===== src/rtl/controlador_deslocamento_pkg.sv =====
// rtl/controlador_deslocamento_pkg.sv - mode codes and FSM state encodings for the shift controller
package controlador_deslocamento_pkg;

    typedef enum logic [1:0] {
        MODO_CARGA   = 2'b00,
        MODO_DIR_ESQ = 2'b01,
        MODO_ESQ_DIR = 2'b10,
        MODO_NENHUM  = 2'b11
    } modo_t;

    typedef enum logic [1:0] {
        OCIOSO  = 2'b00,
        CARGA   = 2'b01,
        DESLOCA = 2'b10,
        FIM     = 2'b11
    } estado_t;

    // Select code presented to the bit cells whenever no update is in progress
    localparam logic [1:0] SEL_REPOUSO = 2'b11;

endpackage


===== src/rtl/controlador_deslocamento_celula.sv =====
// rtl/controlador_deslocamento_celula.sv - one register bit with load/right/left neighbour select
module celula_deslocamento
    import controlador_deslocamento_pkg::*;
(
    input  logic       clk,
    input  logic       reset,
    input  logic       habilita,
    input  logic [1:0] sel,
    input  logic       carga,
    input  logic       viz_dir,
    input  logic       viz_esq,
    output logic       q
);

    logic d;

    always_comb begin
        d = q;
        case (sel)
            MODO_CARGA:   d = carga;
            MODO_DIR_ESQ: d = viz_dir;
            MODO_ESQ_DIR: d = viz_esq;
            default:      d = q;
        endcase
    end

    always_ff @(posedge clk) begin
        if (reset) begin
            q <= 1'b0;
        end else if (habilita) begin
            q <= d;
        end
    end

endmodule


===== src/rtl/controlador_deslocamento.sv =====
// rtl/controlador_deslocamento.sv - command FSM, step counter and register for the bidirectional shifter
module controlador_deslocamento
    import controlador_deslocamento_pkg::*;
#(
    parameter int LARGURA = 8,
    parameter int CONT_W  = 4
) (
    input  logic               clk,
    input  logic               reset,
    input  logic               iniciar,
    input  logic [1:0]         modo,
    input  logic [CONT_W-1:0]  passos,
    input  logic [LARGURA-1:0] valor_carga,
    input  logic               entrada_serial,
    output logic               pronto,
    output logic               ch1,
    output logic               ch0,
    output logic               habilita,
    output logic [LARGURA-1:0] valor,
    output logic               saida_serial,
    output logic               concluido,
    output logic               erro_modo
);

    estado_t             estado, prox;
    logic [1:0]          modo_lat;
    logic [CONT_W-1:0]   contador;
    logic [LARGURA-1:0]  carga_lat;
    logic [1:0]          sel;
    logic                aceita;

    assign aceita = (estado == OCIOSO) && iniciar;

    always_ff @(posedge clk) begin
        if (reset) begin
            estado <= OCIOSO;
        end else begin
            estado <= prox;
        end
    end

    always_comb begin
        prox      = estado;
        pronto    = 1'b0;
        sel       = SEL_REPOUSO;
        habilita  = 1'b0;
        concluido = 1'b0;
        case (estado)
            OCIOSO: begin
                pronto = 1'b1;
                if (iniciar) begin
                    case (modo)
                        MODO_CARGA:   prox = CARGA;
                        MODO_DIR_ESQ,
                        MODO_ESQ_DIR: prox = (passos != '0) ? DESLOCA : FIM;
                        default:      prox = OCIOSO;
                    endcase
                end
            end
            CARGA: begin
                sel      = MODO_CARGA;
                habilita = 1'b1;
                prox     = FIM;
            end
            DESLOCA: begin
                sel      = modo_lat;
                habilita = 1'b1;
                if (contador == CONT_W'(1)) begin
                    prox = FIM;
                end
            end
            FIM: begin
                concluido = 1'b1;
                prox      = OCIOSO;
            end
            default: prox = OCIOSO;
        endcase
    end

    assign ch1 = sel[1];
    assign ch0 = sel[0];

    // Command operands are captured on accept so the inputs may change while busy
    always_ff @(posedge clk) begin
        if (reset) begin
            modo_lat     <= '0;
            contador     <= '0;
            carga_lat    <= '0;
            saida_serial <= 1'b0;
            erro_modo    <= 1'b0;
        end else begin
            erro_modo <= aceita && (modo == MODO_NENHUM);
            if (aceita) begin
                modo_lat  <= modo;
                carga_lat <= valor_carga;
                contador  <= passos;
            end
            if (estado == DESLOCA) begin
                contador     <= contador - CONT_W'(1);
                saida_serial <= (modo_lat == MODO_DIR_ESQ) ? valor[LARGURA-1] : valor[0];
            end
        end
    end

    genvar i;
    generate
        for (i = 0; i < LARGURA; i++) begin : g_celula
            logic viz_dir, viz_esq;
            if (i == 0) begin : g_lsb
                assign viz_dir = entrada_serial;
            end else begin : g_dir
                assign viz_dir = valor[i-1];
            end
            if (i == LARGURA-1) begin : g_msb
                assign viz_esq = entrada_serial;
            end else begin : g_esq
                assign viz_esq = valor[i+1];
            end
            celula_deslocamento u_celula (
                .clk      (clk),
                .reset    (reset),
                .habilita (habilita),
                .sel      (sel),
                .carga    (carga_lat[i]),
                .viz_dir  (viz_dir),
                .viz_esq  (viz_esq),
                .q        (valor[i])
            );
        end
    endgenerate

endmodule


===== config.mk =====
export PLATFORM = sky130hd
export DESIGN_NAME = controlador_deslocamento
export DESIGN_NICKNAME = d
export VERILOG_FILES = /design/src/rtl/controlador_deslocamento_pkg.sv /design/src/rtl/controlador_deslocamento_celula.sv /design/src/rtl/controlador_deslocamento.sv
export SDC_FILE = /design/constraint.sdc
export NUM_CORES = 1
export LEC_CHECK = 0
export BUFFER_PORTS_ARGS = -buffer_cell sky130_fd_sc_hd__buf_4
export CORE_ASPECT_RATIO = 0.7
export CORE_MARGIN = 4
export CORE_UTILIZATION = 48
export DETAILED_ROUTE_END_ITERATION = 6
export GPL_TIMING_DRIVEN = 0
export PLACE_DENSITY = 0.81
export SYNTH_ARGS = -nofsm -noshare
export SYNTH_HDL_FRONTEND = slang
export SYNTH_HIERARCHICAL = 1
export SYNTH_SLANG_ARGS = --single-unit

===== constraint.sdc =====
create_clock -name clk -period 6.72 [get_ports clk]
set_input_delay 1.344 -clock clk [delete_from_list [all_inputs] [get_ports clk]]
set_output_delay 1.344 -clock clk [all_outputs]
set_load 0.05 [all_outputs]

==> impl_results.md <==
* Tcrit/Tclk final at about 54%
* Relative slew slack at 63.5%
* Worst vdd ir at 0.000254 V
* Hold_buf cts at 0
* Final hold viol count at 0
* Syn Inst Count at around 220
* # rows at 18
* CP Capture Type: primary output
* # H-tree levels at 1
* Total die area at 0.00473 mm²
* Worst-path cell chain: inv_1, ha_1, clkbuf_1, buf_2, a21oi_2, buf_8, buf_4
* GR Util All Layers at between 15 and 20%
* RePlAce Congestion at between 0.7 and 0.8
* Avg Inst Size Synth at slightly above 8 µm²
* Top cell type's share of synthesized area at about 30%
* CP arrival at 2270 ps
* Final WS setup at just over 3000 ps
* # setup viols final at 0
* Cell taking the most area after synthesis: dfxtp_1
* Seq/Total Area, Yosys at between 20 and 30%
* Setup_tns at 0 ps
* Clk root buf: clkbuf_8
* Pwr dens at between 500 and 600 mW/mm²
* Sink Count at 26
* Slew at the pin closest to its max-slew limit at between 500 and 600 ps
* Clock slew at reported path FFs at about 90 ps
* Final std cells w/o fill at 305
* Hold-critical path endpoint: carga_lat[7]
* Min-delay worst type: reg -> reg
* Slew Viols, Final at 0
* CTS tree: yes
* Min-delay src: carga_lat[7]
* Fin crit period at 3610 ps
* Placed cell count at about 300
* Synthesized area at 0.00177 mm²
* DR vias at 1518
* Core Region at roughly 0.0035 mm²
* Vias in the first global route at 1477
* CTS resizes at 0
* Clock Latency Late Sink at roughly 280 ps
* Die height at between 50 and 60 µm
* I/O pins at 33
* Ys Warns at 6
* DP Worst Slack at around 3400 ps
* Largest net degree at the start of global routing at 23
* Flop-to-flop setup slack at between 3000 and 4000 ps
* Longest Clk Path Bufs at 2
* Initial cell density of the core at roughly half
* Number of remaining DRC errors at 0
* CP delay by family, top: buffers and inverters
* Top_reg_cell synth: dfxtp_1
* Diode count at 0
* Top-count cell post-synth: inv_1
* Critical-path top delay cell: a21oi_2
* Initial antenna violation count at 0
* Die span in x at around 81 µm
* Critical path peak fanout at 16
* Clock Skew at approximately 9.6 ps
* Critical Path RT at 5380 ps
* Post-detail-place hpwl at 3030 µm
* Cells on worst reg2reg path at 11
* Seq cells post-synth at 26
* Area grow syn2layout at 22.4%
* RSZ-0062 raised after global routing: false
* Largest cells by area after synthesis: dfxtp_1 (29%), ha_1 (23%), inv_1 (7.0%)
* Status: finished clean
* Post-route cell area at between 0.002 and 0.0025 mm²
* Worst reg2reg endpoint: g_celula[2].u_celula/q
* Nets@finish at 306
* Synth async-reset ratio at 0%
* Power, Total at 1.11 mW
* Syn nets at approximately 270
* Final ANT Viol Nets at 0
* Iteration-0 DRC Markers at 75
* First-pass GRT wire length at approximately 6500 µm
* Post-synth EDFFs at 0
* Fmax at 277 MHz
* Unique masters post-synth at 27
* Total grt overflow at 0
* Layout cells sized above 1 at about a fifth
* Port bufs at 32
* WL final at roughly 3900 µm
* WHS Path Cells at 2
* DR pass1 iterations at 4
* Setup CP Type: reg -> out
* CTS buffer count at 3
* Crit path buf inv count at 5
* Max Cap Viol at 0
* Startpoint types: flip-flop
* Setup Fix Bufs, Post-CTS at 0
* Wire length per cell at between 10 and 15 µm
* Pleak at roughly 1.1 nW
* Placement Cell Area at between 0.002 and 0.0025 mm²
* R2r startpoint: estado[0]
* Crit-path max cell delay at ~470 ps
* Post-synth top cells: inv_1 (33), ha_1 (32), dfxtp_1 (26), nand2_1 (26), a21oi_1 (24)
* Vias per inst at about 5.0
flip-flops by register name (all words and copies together), names as in the netlist:
register	cells
carga_lat	8
saida_serial	1
g_celula.u_celula/q	8
estado	2
erro_modo	1
modo_lat	2
contador	4
cell type report:
class,instances,area (µm²)
well taps,50,62.6
flip-flops and latches,26,520
clock buffers,4,55.1
multi-input cells,144,1050
fillers,316,1370
plain buffers,14,83.8
inverters,33,124
repair buffers,34,270
how the worst max path moves through the flow:
stage	depth (start not counted)	start	endpoint	slack, ps
after floorplan	5	estado[0]	ch0	2670
after global placement	6	estado[0]	ch0	2510
after detailed placement	7	estado[0]	ch0	3420
after CTS	7	estado[0]	ch0	3090
after global routing	7	estado[0]	ch0	3000
final	7	estado[0]	ch0	3110
logic make-up after synthesis:
group           synth area share [%]
compound gates                  17.4
fa+ha+maj                       22.7
buf+inv                         11.8
flops                           29.5
mux                             1.13
simple gates                    17.6
worst register-to-register path, delay by kind of cell (launching register included):
kind	cells	cell delay, ps
AO/OA/AOI/OAI	2	620
buffers and inverters	5	780
flip-flops	1	390
AND/OR/NAND/NOR	2	540
adder cells (fa/ha/maj)	2	490
metrics by stage:
| step | util [%] | hold WS (ps) |
|---|---|---|
| floorplan | - | 437 |
| global placement | 58.5 | 455 |
| detailed placement | 59.6 | 458 |
| CTS | 61.1 | 470 |
| global route | 61.1 | 496 |
| finish | 61.1 | 471 |
cells in the final DEF, fill, tap and decap left out, types with 4 or more instances in the layout:
cell type / instances
a211oi_1: 5
a21oi_1: 22
a221oi_1: 8
buf_4: 40
clkbuf_1: 5
clkbuf_8: 4
dfxtp_1: 26
ha_1: 32
inv_1: 33
nand2_1: 26
nor2_1: 5
nor2b_1: 9
o21ai_0: 9
or4_1: 8
power by group:
part           switching [mW]  total (mW)  internal [mW]
Clock                  0.0496       0.102         0.0524
Combinational           0.463       0.768          0.306
Sequential             0.0421       0.240          0.198
per-layer routing:
metal / up-vias / wire length, µm / global-route usage (%)
met5: - / 0 / 0
met4: 0 / 17 / 3.13
met3: 2 / 149 / 3.82
met2: 26 / 1810 / 29.4
met1: 688 / 1920 / 22.9
li1: 802 / - / -
(Power assumes the default switching activity.)
